## src/rtl/running_minmax.sv

```systemverilog
// Streaming min/max reduction over frames of FRAME_LEN samples, reporting the
// winning sample, its index within the frame and the frame's sample count.
module running_minmax #(
   parameter int WIDTH     = 8,
   parameter int FRAME_LEN = 16,
   parameter int SIGNED    = 0,
   localparam int IW       = $clog2(FRAME_LEN),
   localparam int CW       = $clog2(FRAME_LEN + 1)
) (
   input  logic             clk,
   input  logic             reset,
   input  logic             in_valid,
   input  logic [WIDTH-1:0] in_data,
   input  logic             mode,
   input  logic             flush,
   output logic             out_valid,
   output logic [WIDTH-1:0] out_value,
   output logic [IW-1:0]    out_index,
   output logic [CW-1:0]    out_count,
   output logic             busy
);

   typedef enum logic {
      IDLE  = 1'b0,
      ACCUM = 1'b1
   } state_t;

   localparam logic [CW-1:0] FULL_CNT = CW'(FRAME_LEN);
   localparam logic [CW-1:0] ONE_CNT  = CW'(1);

   state_t            state_reg, state_next;
   logic [WIDTH-1:0]  best_reg, best_next;
   logic [IW-1:0]     best_idx_reg, best_idx_next;
   logic [CW-1:0]     cnt_reg, cnt_next;
   logic              mode_reg, mode_next;
   logic              out_valid_reg, out_valid_next;
   logic [WIDTH-1:0]  out_value_reg, out_value_next;
   logic [IW-1:0]     out_index_reg, out_index_next;
   logic [CW-1:0]     out_count_reg, out_count_next;

   logic              in_less;
   logic              in_greater;
   logic              in_better;
   logic [WIDTH-1:0]  sel_value;
   logic [IW-1:0]     sel_idx;
   logic [CW-1:0]     sel_cnt;
   logic              frame_done;

   // Signedness is fixed per instance, so only one comparator pair is built.
   generate
      if (SIGNED != 0) begin : g_signed_cmp
         assign in_less    = $signed(in_data) < $signed(best_reg);
         assign in_greater = $signed(in_data) > $signed(best_reg);
      end else begin : g_unsigned_cmp
         assign in_less    = in_data < best_reg;
         assign in_greater = in_data > best_reg;
      end
   endgenerate

   // Strict comparison so that ties keep the earliest sample.
   assign in_better = mode_reg ? in_greater : in_less;

   always_ff @(posedge clk) begin
      if (reset) begin
         state_reg     <= IDLE;
         best_reg      <= '0;
         best_idx_reg  <= '0;
         cnt_reg       <= '0;
         mode_reg      <= 1'b0;
         out_valid_reg <= 1'b0;
         out_value_reg <= '0;
         out_index_reg <= '0;
         out_count_reg <= '0;
      end else begin
         state_reg     <= state_next;
         best_reg      <= best_next;
         best_idx_reg  <= best_idx_next;
         cnt_reg       <= cnt_next;
         mode_reg      <= mode_next;
         out_valid_reg <= out_valid_next;
         out_value_reg <= out_value_next;
         out_index_reg <= out_index_next;
         out_count_reg <= out_count_next;
      end
   end

   always_comb begin
      state_next     = state_reg;
      best_next      = best_reg;
      best_idx_next  = best_idx_reg;
      cnt_next       = cnt_reg;
      mode_next      = mode_reg;
      out_valid_next = 1'b0;
      out_value_next = out_value_reg;
      out_index_next = out_index_reg;
      out_count_next = out_count_reg;
      sel_value      = best_reg;
      sel_idx        = best_idx_reg;
      sel_cnt        = cnt_reg;
      frame_done     = 1'b0;

      case (state_reg)
         IDLE: begin
            if (in_valid) begin
               best_next     = in_data;
               best_idx_next = '0;
               cnt_next      = ONE_CNT;
               mode_next     = mode;
               if (flush) begin
                  // Single-sample frame completes immediately.
                  out_valid_next = 1'b1;
                  out_value_next = in_data;
                  out_index_next = '0;
                  out_count_next = ONE_CNT;
                  cnt_next       = '0;
               end else begin
                  state_next = ACCUM;
               end
            end
         end

         ACCUM: begin
            if (in_valid) begin
               sel_cnt = cnt_reg + ONE_CNT;
               if (in_better) begin
                  sel_value = in_data;
                  sel_idx   = cnt_reg[IW-1:0];
               end
            end
            best_next     = sel_value;
            best_idx_next = sel_idx;
            cnt_next      = sel_cnt;

            frame_done = flush || (in_valid && (sel_cnt == FULL_CNT));
            if (frame_done) begin
               out_valid_next = 1'b1;
               out_value_next = sel_value;
               out_index_next = sel_idx;
               out_count_next = sel_cnt;
               cnt_next       = '0;
               state_next     = IDLE;
            end
         end

         default: begin
            state_next = IDLE;
         end
      endcase
   end

   assign out_valid = out_valid_reg;
   assign out_value = out_value_reg;
   assign out_index = out_index_reg;
   assign out_count = out_count_reg;
   assign busy      = (state_reg == ACCUM);

endmodule

```

## config.mk

```make
export PLATFORM = sky130hd
export DESIGN_NAME = running_minmax
export DESIGN_NICKNAME = d
export VERILOG_FILES = /design/src/rtl/running_minmax.sv
export SDC_FILE = /design/constraint.sdc
export NUM_CORES = 1
export LEC_CHECK = 0
export ABC_AREA = 1
export CAP_MARGIN = 25
export CORE_ASPECT_RATIO = 1.25
export CORE_MARGIN = 2
export CORE_UTILIZATION = 45
export DETAILED_ROUTE_END_ITERATION = 8
export GPL_ROUTABILITY_DRIVEN = 0
export GPL_TIMING_DRIVEN = 0
export HOLD_SLACK_MARGIN = 0.15
export PLACE_DENSITY = 0.68
export RECOVER_POWER = 25
export SKIP_LAST_GASP = 1
export SYNTH_ARGS = -nofsm -noshare
export SYNTH_HDL_FRONTEND = slang
export SYNTH_SLANG_ARGS = --single-unit
```

## constraint.sdc

```tcl
create_clock -name clk -period 2.8 [get_ports clk]
set_input_delay 0.56 -clock clk [delete_from_list [all_inputs] [get_ports clk]]
set_output_delay 0.56 -clock clk [all_outputs]
set_load 0.005 [all_outputs]
```

==> impl_metrics.toml, run 1 <==
[critical_path]
cp-start-kind = "primary input"
cp_cell_sequence = "clkdlybuf4s50_1 -> ha_1 -> a21o_1 -> nor2_1 -> nand3_1 -> nand3_1 -> nand2_1 -> nand2_1 -> nand3_1 -> nand2_1 -> inv_1"
critical_path.slowest_cell = "clkdlybuf4s50_1"
crit_type = "primary input to register"
cp.arrival_ns = 2.65
cp.required_ns = 2.99
crit_fanout = 8
max_stage_delay_ns = 0.43
critPathBufInv = 2
critPathTopFamily = "simple AND/OR/NAND/NOR gates"
crit_path_end_kind = "register"

[synth]
async_flop_share_pct = 0
yosys.area.top_type = "dfxtp_1"
ys_types = 30
synthFlopType = "dfxtp_1"
ys_ff_latch = 37
ys_seq_area_share_pct = 35.1
yosysWarnings = 0
synth_fp_nets = 333
synthCells = 311
synth.area.top_cells = "dfxtp_1 35%, nand2_1 14%, inv_1 11%"
synth_most_common_cell = "nand2_1"
synth-edff-count = 0
synthTopCellsByCount = "76 x nand2_1, 60 x inv_1, 39 x nand3_1"
syn_area_sq_mm = 0.00211
synth_top_area_share_pct = 35.1
synth_area_per_cell_sq_um = 6.78

[timing]
setup_tns_ns = 0
worst_pin_slew_ns = 0.570
period_share_pct = 87.9
max_slew_margin_pct = 62.0
hold_viol_final = 0
maxSlewViolCount = 0
fmax_mhz = 406
min_period_ns = 2.46
finalClockSkew_ns = 0.00202
rsz0062_at_grt = "no"
setup_viol = 0

[routing]
drt-initial-drc-count = 113
vias = 1999
wl_met3_um = 144
ant_nets = 0
firstDrtPassIters = 4
viasPerCell = 4.90
wl_met1_um = 2170
finalWirelength_um = 4930
route.detailed.drc = 0
wire_per_inst_um = 12.1
top_layer_used = "met4"
route.met2.wl_um = 2510

[clock_tree]
ctsLongestPathBuffers = 2
cts_setup_buffers = 0
h-tree-depth = 2
cts_resized = 0
numCtsBuffers = 5
cts_hold_buf = 0
clkSlewWorstSetupHoldPaths_ns = 0.08
clk_latency_ns = 0.29
clk_root_buffer_cell = "clkbuf_8"
cts_tree = "done"
cts.sinks = 37

[layout]
post-route-util_pct = 58.8
area_growth_pct = 24.3
drive_gt1_share_pct = 9.14
final_nets = 371
antenna_cells = 0

[floorplanning]
io_pins = 32
initial_core_util_pct = 47.3
die_area_sq_mm = 0.00526
rows = 27
fp.dieH_um = 80.6
die_w_um = 65.2
core-area_sq_mm = 0.00446

[global_route]
grt_pass1_wl_um = 8260
grt_pass1_vias = 1818
grt_usage_pct = 20.4
antenna_found_initial = 0
grt-ovfl-total = 0
grt_max_degree = 13

[place]
hpwl_um = 3720
port_buffers = 31

[pwr]
leakage_nw = 1.33
vdd_drop_max_uv = 268
powerDensity_mw_per_mm2 = 531

[flow_run]
maxCapViolations = 0

[status]
status = "completed"

[hold_path]
hp-class = "register to register"
[layout make-up]
cell class / count / area, sq um
clock buffers: 5 / 68.8
inverters: 63 / 241
multi-input cells: 199 / 1040
fillers: 448 / 1840
flip-flops and latches: 37 / 741
well taps: 58 / 72.6
clock inverters: 3 / 65.1
plain buffers: 12 / 80.1
repair buffers: 31 / 310
[path summary, 6_finish.rpt]
| kind | startpoint | endpoint | slack (ns) | depth (start not counted) |
|---|---|---|---|---|
| worst max-delay path | in_data[7] | best_reg[6] | 0.34 | 11 |
| worst min-delay path | best_idx_reg[3] | best_idx_reg[3] | 0.47 | 2 |
| worst max register to register | best_reg[7] | best_reg[6] | 0.69 | 11 |
| worst min register to register | best_idx_reg[3] | best_idx_reg[3] | 0.47 | 2 |
[tightest hold or removal path, cell delays in order, from the launching register on]
cell	delay, ns
dfxtp_1	0.32
nand2_1	0.06
a21oi_1	0.05
[cell usage in the layout (no fill, tap or decap)]
master           count
o21bai_1             1
clkinv_4             1
nor2_1              18
inv_2                1
o21ai_0              3
inv_1               60
buf_2                3
dfxtp_1             37
nand4_1              7
nor2_2               1
buf_12               1
clkbuf_8             5
nand3b_1             5
clkdlybuf4s50_1     18
nand2_1             76
buf_1                1
nor3_1               1
a21oi_2              7
clkbuf_1             5
o211ai_1             1
a21oi_1             19
bufinv_16            2
dlygate4sd3_1       13
nand2_2              2
clkinv_2             1
nand2_4              2
ha_1                 9
and2_1               1
nand3_1             39
nand3_2              4
a21o_1               1
o21a_1               2
buf_6                2
clkinv_1             1
[per-stage QoR]
step           cell area, sq um  total power [mW]  setup slack, ns  cells  hold WS [ns]
3_5_place_dp               2490             0.861           0.0185    400         0.459
6_report                   2620              1.39            0.339    408         0.470
2_1_floorplan              2110             0.760            0.810    311         0.445
3_3_place_gp               2490             0.856           0.0516    400         0.452
5_1_grt                    2620              1.47            0.118    408         0.493
4_1_cts                    2630              1.42            0.329    408         0.471
[cells by family (layout without fill, tap and decap cells)]
kind of cell             count (synthesis)  after routing  synth area share [%]
AND/OR/NAND/NOR                        156            156                  34.2
AO/OA/AOI/OAI                           34             34                  9.91
buffers and inverters                   75            114                  15.4
flip-flops                              37             37                  35.1
adder cells (fa/ha/maj)                  9              9                  5.34
[layer usage]
layer | vias to the layer above | track usage [%]
met5 | - | 0
met4 | 0 | 7.08
met3 | 9 | 4.06
met2 | 42 | 37.0
met1 | 896 | 23.6
li1 | 1052 | -
[power breakdown]
group,internal (mW),switching (mW),total (mW)
combinational,0.117,0.152,0.269
sequential,0.558,0.0164,0.575
clock,0.354,0.195,0.549
Note: power is estimated with default switching activity, not from simulation.
==> run 2, diff against run 1 <==
- CORE_MARGIN: 2 -> default
==> run 2 against run 1 <==
  * Die area decreased by 5.5%
  * Global-route usage rose by 1.5 points
  * Combinational power about the same
  * Fmax decreased by 2.7%
  * Hold slack better by 0.0014 ns
  * Sequential cell count stayed put
  * Critical endpoint is now out_value[3]
  * Clock power down 14%
  * Core utilization fell by 0.42 points
==> impl_metrics.toml, run 2 (synthesized netlist as in run 1, its figures left out) <==
[layout]
mostFrequentLayoutCells = "76 x nand2_1, 60 x inv_1, 39 x nand3_1, 37 x dfxtp_1, 19 x a21oi_1"
antenna_cells = 0
post-route-util_pct = 58.4
area_growth_pct = 23.4
nFillCells = 457
layoutNonFillerInstCount = 408
final_common_cell = "nand2_1"
drive_gt1_share_pct = 9.14
final_nets = 371

[timing]
period_share_pct = 90.3
min_period_ns = 2.53
hold_viol_final = 0
finalClockSkew_ns = 0.0116
fmax_mhz = 395
maxSlewViolCount = 0
max_slew_margin_pct = 62.5
setup_viol = 0
setup_tns_ns = 0
rsz0062_at_grt = "no"
worst_pin_slew_ns = 0.562

[pwr]
vdd_drop_max_uv = 462
leakage_nw = 1.32
powerDensity_mw_per_mm2 = 505

[routing]
drt-initial-drc-count = 94
viasPerCell = 4.96
ant_nets = 0
wire_per_inst_um = 12.1
vias = 2022
firstDrtPassIters = 4
route.detailed.drc = 0
finalWirelength_um = 4940

[clock_tree]
cts_hold_buf = 0
h-tree-depth = 2
cts_tree = "done"
cts_resized = 0
clk_latency_ns = 0.30
cts.sinks = 37
ctsLongestPathBuffers = 2
cts_setup_buffers = 0
clk_root_buffer_cell = "clkbuf_8"
clkSlewWorstSetupHoldPaths_ns = 0.09
numCtsBuffers = 5

[floorplanning]
core-area_sq_mm = 0.00446
rows = 27
io_pins = 32
die_w_um = 63.2
fp.dieH_um = 78.6
die_area_sq_mm = 0.00497
initial_core_util_pct = 47.3

[global_route]
grt_pass1_wl_um = 8490
grt_usage_pct = 21.9
grt_pass1_vias = 1817
grt-ovfl-total = 0
antenna_found_initial = 0
grt_max_degree = 14

[status]
status = "completed"

[critical_path]
reg2reg_slack_ns = 0.63
crit_fanout = 8
crit_type = "primary input to register"
cp-start-kind = "primary input"
cp.required_ns = 3.00
cp.arrival_ns = 2.73
crit_path_end_kind = "register"
reg2regPathDepth = 11

[hold_path]
whs_path_depth = 2
hp-class = "register to register"

[place]
port_buffers = 31
dp_cells = 400
hpwl_um = 3670

[flow_run]
maxCapViolations = 0
-- run 2: area by class of cell --
type	instances	area (sq um)	area share [%]
buffer	12	80.1	3.08
clock buffer	5	68.8	2.64
clock inverter	3	46.3	1.78
inverter	63	241	9.27
multi-input combinational	199	1040	40.1
sequential	37	741	28.4
tap	58	72.6	2.79
timing repair buffer	31	310	11.9
-- run 2: critical path, stage by stage --
cell and delay (ns):
clkdlybuf4s50_1 0.45, ha_1 0.32, a21oi_1 0.13, nor2_1 0.05
nor2_1 0.15, nand3_1 0.20, nand3_1 0.22, nand2_1 0.24
nand2_1 0.14, nand3_1 0.12, nand2_1 0.09, inv_1 0.03
-- run 2: metrics by stage --
stage                     total power [mW]  hold WS [ns]  instance area [sq um]  setup slack, ns
after global placement               0.856         0.451                   2490          0.00882
after CTS                             1.33         0.478                   2610            0.294
after detailed placement             0.860         0.465                   2490          -0.0192
after floorplan                      0.760         0.445                   2110            0.810
final                                 1.32         0.472                   2600            0.271
after global routing                  1.39         0.499                   2600            0.104
-- run 2: power breakdown --
part	leakage, nW	internal [mW]	switching (mW)
Clock	0.0543	0.267	0.206
Combinational	0.957	0.117	0.152
Sequential	0.304	0.558	0.0164
-- run 2: final timing paths --
kind	end	startpoint
hold reg to reg	best_idx_reg[1]	best_idx_reg[1]
setup reg to reg	out_value[3]	best_reg[7]
setup / recovery	out_value[3]	in_data[5]
hold / removal	best_idx_reg[1]	best_idx_reg[1]
-- run 2: per-layer routing --
metal	vias to the layer above	global-route usage, %	part of all wire, %
li1	1049	-	-
met1	918	25.3	42
met4	0	9.77	1.8
met5	-	0	0
met2	45	39.5	52
met3	10	3.20	4.9
==> run 3, diff against run 2 <==
- GPL_TIMING_DRIVEN: 0 -> default
- PLACE_DENSITY: 0.68 -> 0.71
- SKIP_CTS_REPAIR_TIMING: default -> 1
- clock period: 2.8 -> 2.1 ns (I/O delays scaled with it)
==> run 3 against run 2 <==
  * Clock skew is 0.0039 ns lower
  * Core utilization is 3.3 points higher
  * Register-to-register slack worse by 0.41 ns
  * Non-clock buffer count is 12 higher
  * Critical path depth is 3 higher
  * Hold slack worse by 0.0060 ns
  * Global-route usage is 0.077 points lower
  * Sequential share of layout area is 1.5 points lower
  * Sequential power is 34% higher
  * Critical path type unchanged
  * Largest power group unchanged
==> impl_metrics.toml, run 3 (synthesized netlist as in run 1, its figures left out) <==
[clock_tree]
cts.sinks = 37
clk_root_buffer_cell = "clkbuf_8"
h-tree-depth = 2
ctsLongestPathBuffers = 2
clkSlewWorstSetupHoldPaths_ns = 0.07
clk_latency_ns = 0.29
cts_tree = "done"
numCtsBuffers = 5

[global_route]
antenna_found_initial = 0
grt_usage_pct = 21.8
grt_pass1_wl_um = 8490
grt_pass1_vias = 1902
grt_max_degree = 21
grt-ovfl-total = 0

[timing]
max_slew_margin_pct = 46.5
period_share_pct = 97.9
setup_viol = 0
setup_tns_ns = 0
maxSlewViolCount = 0
hold_viol_final = 0
min_period_ns = 2.06
fmax_mhz = 487
rsz0062_at_grt = "yes"
worst_pin_slew_ns = 0.802
finalClockSkew_ns = 0.00767

[critical_path]
cp-start-kind = "primary input"
cp.required_ns = 2.29
cp.arrival_ns = 2.25
reg2regPathDepth = 15
crit_fanout = 12
crit_path_end_kind = "register"
crit_type = "primary input to register"

[floorplanning]
die_w_um = 63.2
fp.dieH_um = 78.6
rows = 27
initial_core_util_pct = 47.3
io_pins = 32
core-area_sq_mm = 0.00446
die_area_sq_mm = 0.00497

[status]
status = "completed"

[layout]
final_nets = 383
mostFrequentLayoutCells = "74 x nand2_1, 60 x inv_1, 37 x dfxtp_1, 36 x nand3_1, 21 x buf_4"
final_common_cell = "nand2_1"
drive_gt1_share_pct = 15.5
antenna_cells = 0
area_growth_pct = 30.3

[hold_path]
whs_path_depth = 2
hp-class = "register to register"

[routing]
viasPerCell = 4.93
wire_per_inst_um = 12.0
ant_nets = 0
route.detailed.drc = 0
finalWirelength_um = 5020
vias = 2069
firstDrtPassIters = 4
drt-initial-drc-count = 116

[pwr]
powerDensity_mw_per_mm2 = 655
leakage_nw = 1.40
vdd_drop_max_uv = 316
power_mw = 1.80

[place]
port_buffers = 31
hpwl_um = 3660

[flow_run]
maxCapViolations = 0
[run 3: cell types whose count changed in the layout (fill, tap and decap cells not counted), moves of 3 or more]
cell,change
buf_2,-3
clkbuf_1,-3
nand3_1,-3
nand3_2,+3
buf_4,+21
[run 3: area by class of cell]
class | count | area [sq um]
Multi-Input combinational cell | 199 | 1070
Sequential cell | 37 | 741
Clock inverter | 1 | 30.0
Timing Repair Buffer | 55 | 505
Fill cell | 420 | 1710
Tap cell | 58 | 72.6
Clock buffer | 7 | 86.3
Inverter | 63 | 241
[run 3: power breakdown]
part | switching [mW] | total [mW] | internal (mW)
Combinational | 0.215 | 0.399 | 0.184
Sequential | 0.0234 | 0.768 | 0.745
Clock | 0.245 | 0.632 | 0.387
Total | 0.484 | 1.80 | 1.32
[run 3: layer usage]
metal / share of wire, % / routed length (um) / track usage (%) / up-vias
li1: - / - / - / 1071
met1: 42 / 2130 / 26.2 / 948
met5: 0 / 0 / 0 / -
met3: 3.7 / 188 / 3.49 / 8
met2: 52 / 2610 / 38.8 / 42
met4: 1.8 / 92 / 7.95 / 0
[run 3: path summary, 6_finish.rpt]
check	start	end	slack (ns)
setup / recovery	in_data[3]	best_reg[3]	0.04
hold / removal	best_idx_reg[3]	best_idx_reg[3]	0.47
setup reg to reg	best_reg[3]	best_reg[3]	0.22
hold reg to reg	best_idx_reg[3]	best_idx_reg[3]	0.47
[run 3: worst max-delay path, stage by stage]
cell and delay (ns):
clkdlybuf4s50_1 0.51, ha_1 0.26, nand2_1 0.07, inv_1 0.05, nand2_1 0.06, nand2_1 0.05, nand2_1 0.07, nand2_1 0.07
nand2_2 0.08, nand3_2 0.09, buf_6 0.16, nand3_1 0.10, nand3_1 0.12, nand2_1 0.08, inv_1 0.03
[run 3: through the flow]
step           utilization [%]  cell area [sq um]  hold slack (ns)  setup WS, ns  instances
5_1_grt                   61.6               2750            0.493       -0.0262        420
3_5_place_dp              58.3               2600            0.457        -0.242        412
2_1_floorplan                -               2110            0.445         0.250        311
6_report                  61.6               2750            0.466        0.0445        420
3_3_place_gp              58.3               2600            0.452        -0.254        412
4_1_cts                   60.9               2720            0.469        0.0545        420
